[src/rtl/slewrate_bank_sequencer.sv]
// rtl/slewrate_bank_sequencer.sv - applies per-bank slew-rate enable changes one bank at a time with settle gaps
module slewrate_bank_sequencer #(
    parameter int                   NUM_BANKS     = 6,
    parameter int                   SETTLE_CYCLES = 16,
    parameter logic [NUM_BANKS-1:0] RESET_VAL     = '0
) (
    input  logic                         CLK,
    input  logic                         RST,
    input  logic [NUM_BANKS-1:0]         REQ_EN,
    input  logic                         HOLD,
    output logic [NUM_BANKS-1:0]         SLEWRATEEN,
    output logic [$clog2(NUM_BANKS)-1:0] CUR_BANK,
    output logic                         BUSY,
    output logic                         DONE
);

    localparam int BW = $clog2(NUM_BANKS);
    localparam int CW = $clog2(SETTLE_CYCLES + 1);

    if (SETTLE_CYCLES < 1) begin : g_bad_settle
        $error("SETTLE_CYCLES must be at least 1");
    end
    if (NUM_BANKS < 2 || NUM_BANKS > 16) begin : g_bad_banks
        $error("NUM_BANKS must be in 2..16");
    end

    typedef enum logic [1:0] {IDLE, SCAN, APPLY, SETTLE} state_t;

    state_t                state;
    logic [BW-1:0]         rr_ptr;
    logic [CW-1:0]         settle_cnt;
    logic [NUM_BANKS-1:0]  mismatch;
    logic [NUM_BANKS-1:0]  rotated;
    logic [BW-1:0]         offset;
    logic [BW:0]           bank_sum;
    logic [BW-1:0]         next_bank;

    assign mismatch = REQ_EN ^ SLEWRATEEN;

    // Rotate so the round-robin pointer lands on bit 0, take the lowest set bit, then rotate back.
    always_comb begin
        rotated = NUM_BANKS'({mismatch, mismatch} >> rr_ptr);
        offset  = '0;
        for (int k = NUM_BANKS - 1; k >= 0; k--) begin
            if (rotated[k]) begin
                offset = BW'(k);
            end
        end
        bank_sum = {1'b0, rr_ptr} + {1'b0, offset};
        if (bank_sum >= (BW+1)'(NUM_BANKS)) begin
            next_bank = BW'(bank_sum - (BW+1)'(NUM_BANKS));
        end else begin
            next_bank = bank_sum[BW-1:0];
        end
    end

    always_ff @(posedge CLK or posedge RST) begin
        if (RST) begin
            SLEWRATEEN <= RESET_VAL;
            state      <= IDLE;
            CUR_BANK   <= '0;
            rr_ptr     <= '0;
            settle_cnt <= '0;
            BUSY       <= 1'b0;
            DONE       <= 1'b0;
        end else begin
            DONE <= 1'b0;
            case (state)
                IDLE: begin
                    if (mismatch != '0 && !HOLD) begin
                        state <= SCAN;
                        BUSY  <= 1'b1;
                    end
                end
                SCAN: begin
                    if (mismatch == '0 || HOLD) begin
                        state <= IDLE;
                        BUSY  <= 1'b0;
                    end else begin
                        CUR_BANK <= next_bank;
                        state    <= APPLY;
                    end
                end
                APPLY: begin
                    // Re-sampled here: a reverted request makes this a no-op that still settles.
                    SLEWRATEEN[CUR_BANK] <= REQ_EN[CUR_BANK];
                    rr_ptr     <= (CUR_BANK == BW'(NUM_BANKS - 1)) ? '0 : CUR_BANK + BW'(1);
                    settle_cnt <= CW'(SETTLE_CYCLES - 1);
                    state      <= SETTLE;
                end
                SETTLE: begin
                    if (settle_cnt != '0) begin
                        settle_cnt <= settle_cnt - CW'(1);
                    end else if (mismatch != '0 && !HOLD) begin
                        state <= SCAN;
                    end else begin
                        state <= IDLE;
                        BUSY  <= 1'b0;
                        DONE  <= (mismatch == '0);
                    end
                end
                default: begin
                    state <= IDLE;
                    BUSY  <= 1'b0;
                end
            endcase
        end
    end

endmodule

[config.mk]
export PLATFORM = sky130hd
export DESIGN_NAME = slewrate_bank_sequencer
export DESIGN_NICKNAME = d
export VERILOG_FILES = /design/src/rtl/slewrate_bank_sequencer.sv
export SDC_FILE = /design/constraint.sdc
export NUM_CORES = 1
export LEC_CHECK = 0
export CELL_PAD_IN_SITES_DETAIL_PLACEMENT = 0
export CELL_PAD_IN_SITES_GLOBAL_PLACEMENT = 2
export CORE_ASPECT_RATIO = 0.8
export CORE_UTILIZATION = 34
export DETAILED_ROUTE_END_ITERATION = 6
export HOLD_SLACK_MARGIN = 0.05
export PLACE_DENSITY = 0.9
export SLEW_MARGIN = 20
export SYNTH_ARGS = -nofsm -noshare
export SYNTH_HDL_FRONTEND = slang
export SYNTH_SLANG_ARGS = --single-unit
[constraint.sdc]
create_clock -name CLK -period 3.7 [get_ports CLK]
set_input_delay 0.555 -clock CLK [delete_from_list [all_inputs] [get_ports CLK]]
set_output_delay 0.555 -clock CLK [all_outputs]
set_load 0.02 [all_outputs]
==> results of run 1 <==
[kinds of logic after synthesis]
kind of cell,after synthesis
AND/OR/NAND/NOR,55
AO/OA/AOI/OAI,32
flip-flops,21
multiplexers,18
XOR/XNOR,15
buffers and inverters,11
adder cells (fa/ha/maj),5
[cell type report]
cell class / count / area (µm²) / share of cell area
clock buffers: 3 / 41.29 / 0.02340
inverters: 5 / 18.77 / 0.01064
repair buffers: 19 / 190.2 / 0.1078
well taps: 57 / 71.32 / 0.04043
clock inverters: 1 / 5.005 / 0.002837
multi-input cells: 125 / 912.1 / 0.5170
flip-flops and latches: 21 / 525.5 / 0.2979
[cells in the final DEF (no fill, tap or decap), types with 4 or more instances in the layout]
| cell | instances |
|---|---|
| mux2_2 | 6 |
| nand3_1 | 8 |
| a22oi_1 | 5 |
| clkdlybuf4s50_1 | 19 |
| a21oi_1 | 10 |
| nand2_1 | 15 |
| ha_1 | 4 |
| mux2i_1 | 5 |
| inv_1 | 5 |
| xnor2_1 | 8 |
| nor3_1 | 4 |
| dfrtp_1 | 21 |
| nor2_1 | 12 |
| mux4_2 | 4 |
| xor2_1 | 7 |
| o21ai_0 | 6 |
[state kept, by name, indices dropped and copies added (netlist names), named ones only]
name        flops
CUR_BANK        3
settle_cnt      5
rr_ptr          3
SLEWRATEEN      6
DONE            1
BUSY            1
state           1
[through the flow]
step	util	setup slack (ns)	cell area, µm²
2_1_floorplan	-	0.8193	1481
3_3_place_gp	0.4112	0.2233	1718
3_5_place_dp	0.4112	0.1050	1718
4_1_cts	0.4223	0.3907	1764
5_1_grt	0.4223	0.2653	1764
6_report	0.4223	0.3931	1764
[per-layer routing]
layer	GRT usage	routed length [µm]	share of wire	vias up
met1	0.2393	1696	0.53	565
met4	0.02381	12	0.0037	0
met2	0.2200	1384	0.43	32
met5	0	0	0	-
li1	-	-	-	596
met3	0.03928	126	0.039	3
[critical path: stages]
cell and delay, ns:
clkdlybuf4s50_1 0.56, xnor2_1 0.17, mux4_2 0.53, a21boi_0 0.15, o21ai_1 0.15, a31oi_1 0.10
ha_1 0.21, fa_1 0.39, xnor2_1 0.18, or2_2 0.13, o21ai_0 0.06, mux2_1 0.29
[where the power goes]
group	total (mW)	internal, mW	switching [mW]	leakage, nW
clock	0.150	0.0751	0.0751	0.0255
sequential	0.503	0.322	0.181	0.253
combinational	1.00	0.487	0.515	0.450
[how the worst max path moves through the flow]
| stage | startpoint | slack, ns | depth (start not counted) | endpoint |
|---|---|---|---|---|
| after floorplan | REQ_EN[4] | 0.82 | 11 | CUR_BANK[2] |
| after global placement | REQ_EN[4] | 0.22 | 12 | CUR_BANK[2] |
| after detailed placement | REQ_EN[4] | 0.11 | 12 | CUR_BANK[2] |
| after CTS | REQ_EN[4] | 0.39 | 12 | CUR_BANK[2] |
| after global routing | REQ_EN[4] | 0.27 | 12 | CUR_BANK[2] |
| final | REQ_EN[4] | 0.39 | 12 | CUR_BANK[2] |
==> metrics.md, run 1 <==
| Metric | Value |
|---|---|
| Post-DP HPWL | `2518 µm` |
| CTS tree | `yes` |
| Final non-filler cell total | `around 230` |
| Initial DRC Count | `46` |
| Total GRT Usage | `0.1544` |
| Yosys warns | `0` |
| Initial Util | `0.3546` |
| Total negative slack | `0 ns` |
| Antenna diodes | `0` |
| Top post-synthesis cells by count | `dfrtp_1 (21), nand2_1 (15), nor2_1 (12)` |
| Die height | `61.04 µm` |
| Worst slew pin tran | `around 0.8 ns` |
| Die W | `75.80 µm` |
| TritonRoute pass-1 iters | `4` |
| Fin nets | `189` |
| Worst-Skew Late Latency | `between 0.2 and 0.3 ns` |
| GPL Wtd Cong | `roughly 0.75` |
| Cell taking the most area after synthesis | `dfrtp_1` |
| Largest net degree at the start of global routing | `22` |
| Gate Count Post-Synth | `157` |
| Number of sinks on the clock net | `21` |
| Synth Area in XOR/XNOR | `0.08868` |
| Hold Crit Depth | `2` |
| Post-DRT Antenna Nets | `0` |
| Final Setup Violations | `0` |
| Crit end category | `flip-flop` |
| Die Area | `4627 µm²` |
| Max_slew headroom | `0.4758` |
| Cell count after placement | `around 230` |
| Status | `completed` |
| Most common cell in the synthesized netlist | `dfrtp_1` |
| Synth cell types | `37` |
| Share of layout cells above drive strength 1 | `0.1034` |
| Hold_buf cts | `0` |
| Port Buf Inserts | `19` |
| Post-Syn Area | `~1500 µm²` |
| Peak Freq | `302.4 MHz` |
| Layout fillers | `425` |
| Worst hold slack | `0.5615 ns` |
| Number of synthesized flops with an enable pin | `0` |
| Area grow syn2layout | `19.09%` |
| Mux share of post-synthesis cell area | `0.1630` |
| Final min period | `approximately 3.3 ns` |
| FF+latch count, synth | `21` |
| Synth Area in Compound Gates | `0.1351` |
| Worst Hold Endpoint | `BUSY` |
| Residual DRC | `0` |
| Clk slew on worst S/H paths | `0.08 ns` |
| Wire per inst | `about 14 µm` |
| Worst hold path type | `flip-flop to flip-flop` |
| Critical R2R Launch | `SLEWRATEEN[4]` |
| CP required | `3.85 ns` |
| Max cap viols | `0` |
| Pwr dens | `approximately 940 nW/µm²` |
| Largest family of logic cells by synthesized area | `simple AND/OR/NAND/NOR gates` |
| Post-synth net total | `171` |
| Adder-Cell Fraction of Synth Area | `0.04730` |
| Initial antenna violation count | `0` |
| # rows | `21` |
| Final Skew | `0.004368 ns` |
| First-pass GRT wire length | `5299 µm` |
| Area of the core | `4178 µm²` |
| Post-synthesis async set-or-reset flop share | `1.000` |
| Worst reg2reg path endpoint | `CUR_BANK[2]` |
| CTS resizes | `0` |
| Post-CTS Setup Repair Bufs | `0` |
| Post-synth top area share | `0.3547` |
| Seq/Total Area, Yosys | `0.3547` |
| Syn_area_per_cell | `9.436 µm²` |
| Fin crit share | `0.8938` |
| Global route overflow | `0` |
| Hold_sp | `BUSY` |
| Crit path kind | `primary input to flip-flop` |
| Max Root-Sink Buffers | `2` |
| Startpoint types | `primary input` |
| Top post-synthesis cells by area | `dfrtp_1 (35%), mux4_2 (6.1%), xnor2_1 (4.7%)` |
| CTS H-tree depth | `1` |
| Total power | `1.655 mW` |
| CTS Buf Count | `3` |
| Vias per cell | `5.177` |
| Hold Vio Cnt, Final | `0` |
| Peak VDD IR | `approximately 0.00042 V` |
| R2r setup slk | `between 0.7 and 0.8 ns` |
| I/O pin count | `20` |
| Top_reg_cell synth | `dfrtp_1` |
| Worst Path Arrival | `3.46 ns` |
| Final WL | `3220 µm` |
| Unrepaired setup endpoints after global routing | `false` |
| Via count | `1196` |
| Simple-Gate Fraction of Synth Area | `0.1816` |
| Vias in the first global route | `1099` |
| Max Slew Vio Count | `0` |
| Reg2Reg Depth | `11` |
| Critical Path Fanout Max | `5` |
| Leakage | `around 0.73 nW` |
| Root Driver | `clkbuf_8` |
Note: power is estimated with default switching activity, not from simulation.
==> run 2: changes to the inputs <==
--- a/config.mk
+++ b/config.mk
@@ -8,11 +8,10 @@
 export CELL_PAD_IN_SITES_DETAIL_PLACEMENT = 0
 export CELL_PAD_IN_SITES_GLOBAL_PLACEMENT = 2
 export CORE_ASPECT_RATIO = 0.8
-export CORE_UTILIZATION = 34
+export CORE_UTILIZATION = 36
 export DETAILED_ROUTE_END_ITERATION = 6
 export HOLD_SLACK_MARGIN = 0.05
-export PLACE_DENSITY = 0.9
-export SLEW_MARGIN = 20
+export PLACE_DENSITY = 0.94
 export SYNTH_ARGS = -nofsm -noshare
 export SYNTH_HDL_FRONTEND = slang
 export SYNTH_SLANG_ARGS = --single-unit
==> constraint.sdc (replaced) <==
create_clock -name CLK -period 4.2 [get_ports CLK]
set_input_delay 0.63 -clock CLK [delete_from_list [all_inputs] [get_ports CLK]]
set_output_delay 0.63 -clock CLK [all_outputs]
set_load 0.02 [all_outputs]
==> metrics.md, run 2 (synthesis gave the netlist of run 1 again) <==
| Metric | Value |
|---|---|
| GPL Wtd Cong | `0.8344 (was 0.7468)` |
| Top Registers | `SLEWRATEEN (6), settle_cnt (5) (unchanged)` |
| Startpoint types | `primary input (unchanged)` |
| Worst Path Arrival | `3.50 ns (was 3.46 ns)` |
| Largest net degree at the start of global routing | `22 (unchanged)` |
| Total negative slack | `0 ns (unchanged)` |
| Number of sinks on the clock net | `21 (unchanged)` |
| Initial antenna violation count | `0 (unchanged)` |
| Crit end category | `flip-flop (unchanged)` |
| First-pass GRT wire length | `5520 µm (was 5299 µm)` |
| Peak VDD IR | `0.0003511 V (was 0.0004161 V)` |
| Most used cell, CP | `xnor2_1 (unchanged)` |
| Cell count after placement | `225 (was 227)` |
| Hold_buf cts | `0 (unchanged)` |
| Critical R2R Launch | `SLEWRATEEN[4] (unchanged)` |
| Critical Path Fanout Max | `5 (unchanged)` |
| Final min period | `3.361 ns` |
| Crit-path leading delay family | `multiplexers (unchanged)` |
| Peak Freq | `297.6 MHz` |
| Final non-filler cell total | `229 (was 231)` |
| Area of the core | `3879 µm² (was 4178 µm²)` |
| Worst hold path type | `flip-flop to flip-flop (unchanged)` |
| Final WL | `3114 µm (was 3220 µm)` |
| Status | `completed (unchanged)` |
| Fin crit share | `0.8001` |
| Initial Util | `0.3819 (was 0.3546)` |
| CTS resizes | `0 (unchanged)` |
| # rows | `20 (was 21)` |
| Area grow syn2layout | `18.83% (was 19.09%)` |
| Wire per inst | `13.60 µm (was 13.94 µm)` |
| Setup crit start | `REQ_EN[4] (unchanged)` |
| Worst slew pin tran | `0.7746 ns (was 0.7855 ns)` |
| Commonest non-fill, non-tap cell in the layout | `dfrtp_1 (unchanged)` |
| TritonRoute pass-1 iters | `4 (unchanged)` |
| Dpl ws | `0.5652 ns (was 0.1050 ns)` |
| Hold Vio Cnt, Final | `0 (unchanged)` |
| Largest register FFs | `6 (unchanged)` |
| Final Skew | `0.0009469 ns (was 0.004368 ns)` |
| Antenna diodes | `0 (unchanged)` |
| Layout fillers | `376 (was 425)` |
| CP Cell Sequence | `clkdlybuf4s50_1 -> xnor2_1 -> mux4_2 -> a21boi_0 -> o21ai_1 -> a31oi_1 -> ha_1 -> fa_1 -> xnor2_1 -> or2_2 -> o21ai_0 -> mux2_1 (unchanged)` |
| Residual DRC | `0 (unchanged)` |
| Post-DP HPWL | `2471 µm (was 2518 µm)` |
| CP required | `4.34 ns (was 3.85 ns)` |
| Max Slew Vio Count | `0 (unchanged)` |
| Setup ws final | `0.8395 ns (was 0.3931 ns)` |
| CTS tree | `yes (unchanged)` |
| Most frequent cells in the layout | `dfrtp_1 (21), clkdlybuf4s50_1 (19), nand2_1 (15) (unchanged)` |
| Root Driver | `clkbuf_8 (unchanged)` |
| WP buf/inv | `1 (unchanged)` |
| Initial DRC Count | `62 (was 46)` |
| Global route overflow | `0 (unchanged)` |
| CTS H-tree depth | `1 (unchanged)` |
| Max_slew headroom | `0.4830 (was 0.4758)` |
| Die height | `59.38 µm (was 61.04 µm)` |
| Worst path slowest cell | `mux4_2 (was clkdlybuf4s50_1)` |
| Crit path kind | `primary input to flip-flop (unchanged)` |
| Clk slew on worst S/H paths | `0.07 ns (was 0.08 ns)` |
| Unrepaired setup endpoints after global routing | `false (unchanged)` |
| Max cap viols | `0 (unchanged)` |
| Total power | `1.450 mW (was 1.655 mW)` |
| Pwr dens | `823.5 nW/µm² (was 938.1 nW/µm²)` |
| Die Area | `4377 µm² (was 4627 µm²)` |
| Vias per cell | `5.227 (was 5.177)` |
| Worst-Skew Late Latency | `0.26 ns (about the same)` |
| Worst stage delay on the critical path | `0.53 ns (was 0.56 ns)` |
| I/O pin count | `20 (unchanged)` |
| Fin nets | `189 (unchanged)` |
| Vias in the first global route | `1196 (was 1099)` |
| Max Root-Sink Buffers | `2 (unchanged)` |
| CTS Buf Count | `3 (unchanged)` |
| Post-DRT Antenna Nets | `0 (unchanged)` |
| Port Buf Inserts | `19 (unchanged)` |
| Die W | `73.72 µm (was 75.80 µm)` |
| Via count | `1197 (was 1196)` |
| Leakage | `0.7262 nW (was 0.7289 nW)` |
| Hold_sp | `settle_cnt[4] (was BUSY)` |
| Share of layout cells above drive strength 1 | `0.09770 (was 0.1034)` |
| Final Setup Violations | `0 (unchanged)` |
| Post-CTS Setup Repair Bufs | `0 (unchanged)` |
| Total GRT Usage | `0.1645 (was 0.1544)` |
| Largest Register | `SLEWRATEEN (unchanged)` |
==> run 2: changes by cell type in the layout (fill, tap and decap cells not counted) <==
cell and delta:
clkbuf_1 +1, clkinv_2 -1
==> run 2: where the power goes <==
group	internal, mW	total, mW	leakage, nW	switching (mW)
combinational	0.430	0.879	0.450	0.449
clock	0.0675	0.129	0.0228	0.0619
sequential	0.284	0.442	0.253	0.158
total	0.781	1.45	0.726	0.669
==> run 2: path summary, 6_finish.rpt <==
path	to	slack [ns]	cells past startpoint
hold reg to reg	settle_cnt[4]	0.56	1
setup reg to reg	CUR_BANK[2]	1.26	11
max in group asynchronous	CUR_BANK[2]	2.91	2
min in group asynchronous	settle_cnt[3]	0.81	2
hold / removal	settle_cnt[4]	0.56	1
setup / recovery	CUR_BANK[2]	0.84	12
==> run 2: cell type report <==
| type | instances | area (µm²) | share of cell area |
|---|---|---|---|
| multi-input cells | 125 | 912.1 | 0.5181 |
| inverters | 5 | 18.77 | 0.01066 |
| clock buffers | 4 | 45.04 | 0.02559 |
| flip-flops and latches | 21 | 525.5 | 0.2985 |
| repair buffers | 19 | 190.2 | 0.1080 |
| well taps | 55 | 68.82 | 0.03909 |
==> run 2: metrics by stage <==
step           utilization  cell area, µm²  hold WS, ns
2_1_floorplan            -            1481       0.5104
3_3_place_gp        0.4423            1715       0.5249
3_5_place_dp        0.4423            1715       0.5466
4_1_cts             0.4539            1760       0.5589
5_1_grt             0.4539            1760       0.6036
6_report            0.4539            1760       0.5573
==> run 2: metal layers <==
| metal | vias to the layer above | track usage | part of all wire |
|---|---|---|---|
| met4 | 0 | 0.03022 | 0.0087 |
| met1 | 568 | 0.2352 | 0.52 |
| met2 | 28 | 0.2569 | 0.43 |
| li1 | 597 | - | - |
| met5 | - | 0 | 0 |
| met3 | 4 | 0.03912 | 0.042 |
==> run 3: changes to the inputs <==
--- a/config.mk
+++ b/config.mk
@@ -8,10 +8,10 @@
 export CELL_PAD_IN_SITES_DETAIL_PLACEMENT = 0
 export CELL_PAD_IN_SITES_GLOBAL_PLACEMENT = 2
 export CORE_ASPECT_RATIO = 0.8
-export CORE_UTILIZATION = 36
+export CORE_UTILIZATION = 34
 export DETAILED_ROUTE_END_ITERATION = 6
 export HOLD_SLACK_MARGIN = 0.05
-export PLACE_DENSITY = 0.94
+export PLACE_DENSITY = 0.9
 export SYNTH_ARGS = -nofsm -noshare
 export SYNTH_HDL_FRONTEND = slang
 export SYNTH_SLANG_ARGS = --single-unit
==> constraint.sdc (replaced) <==
create_clock -name CLK -period 3.2 [get_ports CLK]
set_input_delay 0.48 -clock CLK [delete_from_list [all_inputs] [get_ports CLK]]
set_output_delay 0.48 -clock CLK [all_outputs]
set_load 0.02 [all_outputs]
==> metrics.md, run 3 (synthesis gave the netlist of run 1 again) <==
| Metric | Value |
|---|---|
| Fin crit share | `0.9575` |
| Crit end category | `flip-flop (unchanged)` |
| Number of sinks on the clock net | `21 (unchanged)` |
| Post-DRT Antenna Nets | `0 (unchanged)` |
| DR WL met2 | `1600 µm (was 1329 µm)` |
| Pwr dens | `1121 nW/µm² (was 823.5 nW/µm²)` |
| Max Root-Sink Buffers | `2 (unchanged)` |
| Initial DRC Count | `29 (was 62)` |
| Worst hold slack | `0.5515 ns (was 0.5573 ns)` |
| Max cap viols | `0 (unchanged)` |
| Peak Freq | `326.4 MHz` |
| Peak VDD IR | `0.0005191 V (was 0.0003511 V)` |
| Status | `completed (unchanged)` |
| Post-CTS Setup Repair Bufs | `0 (unchanged)` |
| Die W | `75.80 µm (was 73.72 µm)` |
| Leakage | `0.8189 nW (was 0.7262 nW)` |
| # rows | `21 (was 20)` |
| Startpoint types | `primary input (unchanged)` |
| Hold Vio Cnt, Final | `0 (unchanged)` |
| Final core occ | `0.4492 (was 0.4539)` |
| Residual DRC | `0 (unchanged)` |
| Max_slew headroom | `0.4817 (was 0.4830)` |
| Post-DP HPWL | `2675 µm (was 2471 µm)` |
| Wire per inst | `14.44 µm (was 13.60 µm)` |
| Worst-Skew Late Latency | `0.25 ns (was 0.26 ns)` |
| Largest net degree at the start of global routing | `22 (unchanged)` |
| Commonest non-fill, non-tap cell in the layout | `dfrtp_1 (unchanged)` |
| Initial Util | `0.3546 (was 0.3819)` |
| Top sig layer | `met4 (unchanged)` |
| Fin nets | `199 (was 189)` |
| Largest Register | `SLEWRATEEN (unchanged)` |
| CTS H-tree depth | `1 (unchanged)` |
| Clk slew on worst S/H paths | `0.07 ns (about the same)` |
| Port Buf Inserts | `19 (unchanged)` |
| Worst slew pin tran | `0.7767 ns (was 0.7746 ns)` |
| Via count | `1258 (was 1197)` |
| CTS Buf Count | `3 (unchanged)` |
| Root Driver | `clkbuf_8 (unchanged)` |
| Largest register FFs | `6 (unchanged)` |
| Max Slew Vio Count | `0 (unchanged)` |
| First-pass GRT wire length | `5533 µm (was 5520 µm)` |
| Most frequent cells in the layout | `dfrtp_1 (21), nand2_1 (15), clkdlybuf4s50_1 (13) (was dfrtp_1 (21), clkdlybuf4s50_1 (19), nand2_1 (15))` |
| Final Skew | `0.003062 ns (was 0.0009469 ns)` |
| I/O pin count | `20 (unchanged)` |
| Critical Path Fanout Max | `3 (was 5)` |
| CP required | `3.33 ns (was 4.34 ns)` |
| Hold_buf cts | `0 (unchanged)` |
| CTS tree | `yes (unchanged)` |
| Initial antenna violation count | `0 (unchanged)` |
| Antenna diodes | `0 (unchanged)` |
| TritonRoute pass-1 iters | `4 (unchanged)` |
| Die Area | `4627 µm² (was 4377 µm²)` |
| Wire length on met1 | `1725 µm (was 1626 µm)` |
| Area grow syn2layout | `26.69% (was 18.83%)` |
| Final Setup Violations | `0 (unchanged)` |
| Met3 wire length | `135 µm (was 131 µm)` |
| Final min period | `a little over 3 ns` |
| Area of the core | `4178 µm² (was 3879 µm²)` |
| GPL Wtd Cong | `0.7466 (was 0.8344)` |
| Share of layout cells above drive strength 1 | `0.1793 (was 0.09770)` |
| Crit path kind | `primary input to flip-flop (unchanged)` |
| Vias per cell | `5.220 (was 5.227)` |
| Final WL | `3479 µm (was 3114 µm)` |
| Vias in the first global route | `1199 (was 1196)` |
| Layout fillers | `410 (was 376)` |
| Die height | `61.04 µm (was 59.38 µm)` |
| Total GRT Usage | `0.1588 (was 0.1645)` |
| Worst Path Arrival | `3.20 ns (was 3.50 ns)` |
| Global route overflow | `0 (unchanged)` |
| Top Registers | `SLEWRATEEN (6), settle_cnt (5) (unchanged)` |
| Worst hold path type | `flip-flop to flip-flop (unchanged)` |
-- run 3: final timing paths --
kind	start	to	slack [ns]	depth (start not counted)
setup reg to reg	rr_ptr[0]	CUR_BANK[2]	0.18	10
max in group asynchronous	RST	rr_ptr[0]	2.04	2
setup / recovery	REQ_EN[4]	CUR_BANK[2]	0.14	13
hold reg to reg	settle_cnt[4]	settle_cnt[4]	0.55	1
hold / removal	settle_cnt[4]	settle_cnt[4]	0.55	1
min in group asynchronous	RST	SLEWRATEEN[0]	0.67	2
-- run 3: worst max-delay path: stages --
cell and delay, ns:
dlygate4sd2_1 0.29, xnor2_2 0.17, buf_4 0.15, a22oi_1 0.35, a21oi_2 0.12, buf_4 0.15
or3_1 0.34, a21oi_1 0.15, ha_1 0.28, xnor2_2 0.21, or2_2 0.14, o21ai_0 0.07
mux2_1 0.30
-- run 3: metrics by stage --
step / setup WS (ns) / power (mW) / cell area (µm²) / setup TNS, ns / std cells
3_3_place_gp: -0.1791 / 1.799 / 1793 / -0.3010 / 237
5_1_grt: -0.01901 / 2.274 / 1877 / -0.01901 / 241
2_1_floorplan: 0.3497 / 1.413 / 1481 / 0 / 157
4_1_cts: 0.01846 / 2.045 / 1849 / 0 / 241
6_report: 0.1359 / 2.103 / 1877 / 0 / 241
3_5_place_dp: -0.2940 / 1.858 / 1793 / -0.5011 / 237
-- run 3: repair_timing --
action,in CTS,in global routing
setup endpoints to repair,1,2
cloned,0,0
resized for setup,5,7
pin swaps,1,2
-- run 3: layout make-up --
| type | count | area, µm² | share of cell area |
|---|---|---|---|
| well taps | 57 | 71.32 | 0.03800 |
| inverters | 5 | 18.77 | 0.01000 |
| flip-flops and latches | 21 | 525.5 | 0.2800 |
| multi-input cells | 125 | 947.2 | 0.5047 |
| clock buffers | 4 | 45.04 | 0.02400 |
| repair buffers | 29 | 269.0 | 0.1433 |
-- run 3: per-layer routing --
layer  vias up  track usage
li1        614            -
met1       608       0.2355
met2        34       0.2465
met3         2      0.03110
met4         0      0.02381
met5         -            0
-- run 3: power breakdown --
| group | internal [mW] | switching (mW) |
|---|---|---|
| clock network | 0.0884 | 0.0765 |
| logic | 0.686 | 0.665 |
| registers | 0.372 | 0.214 |
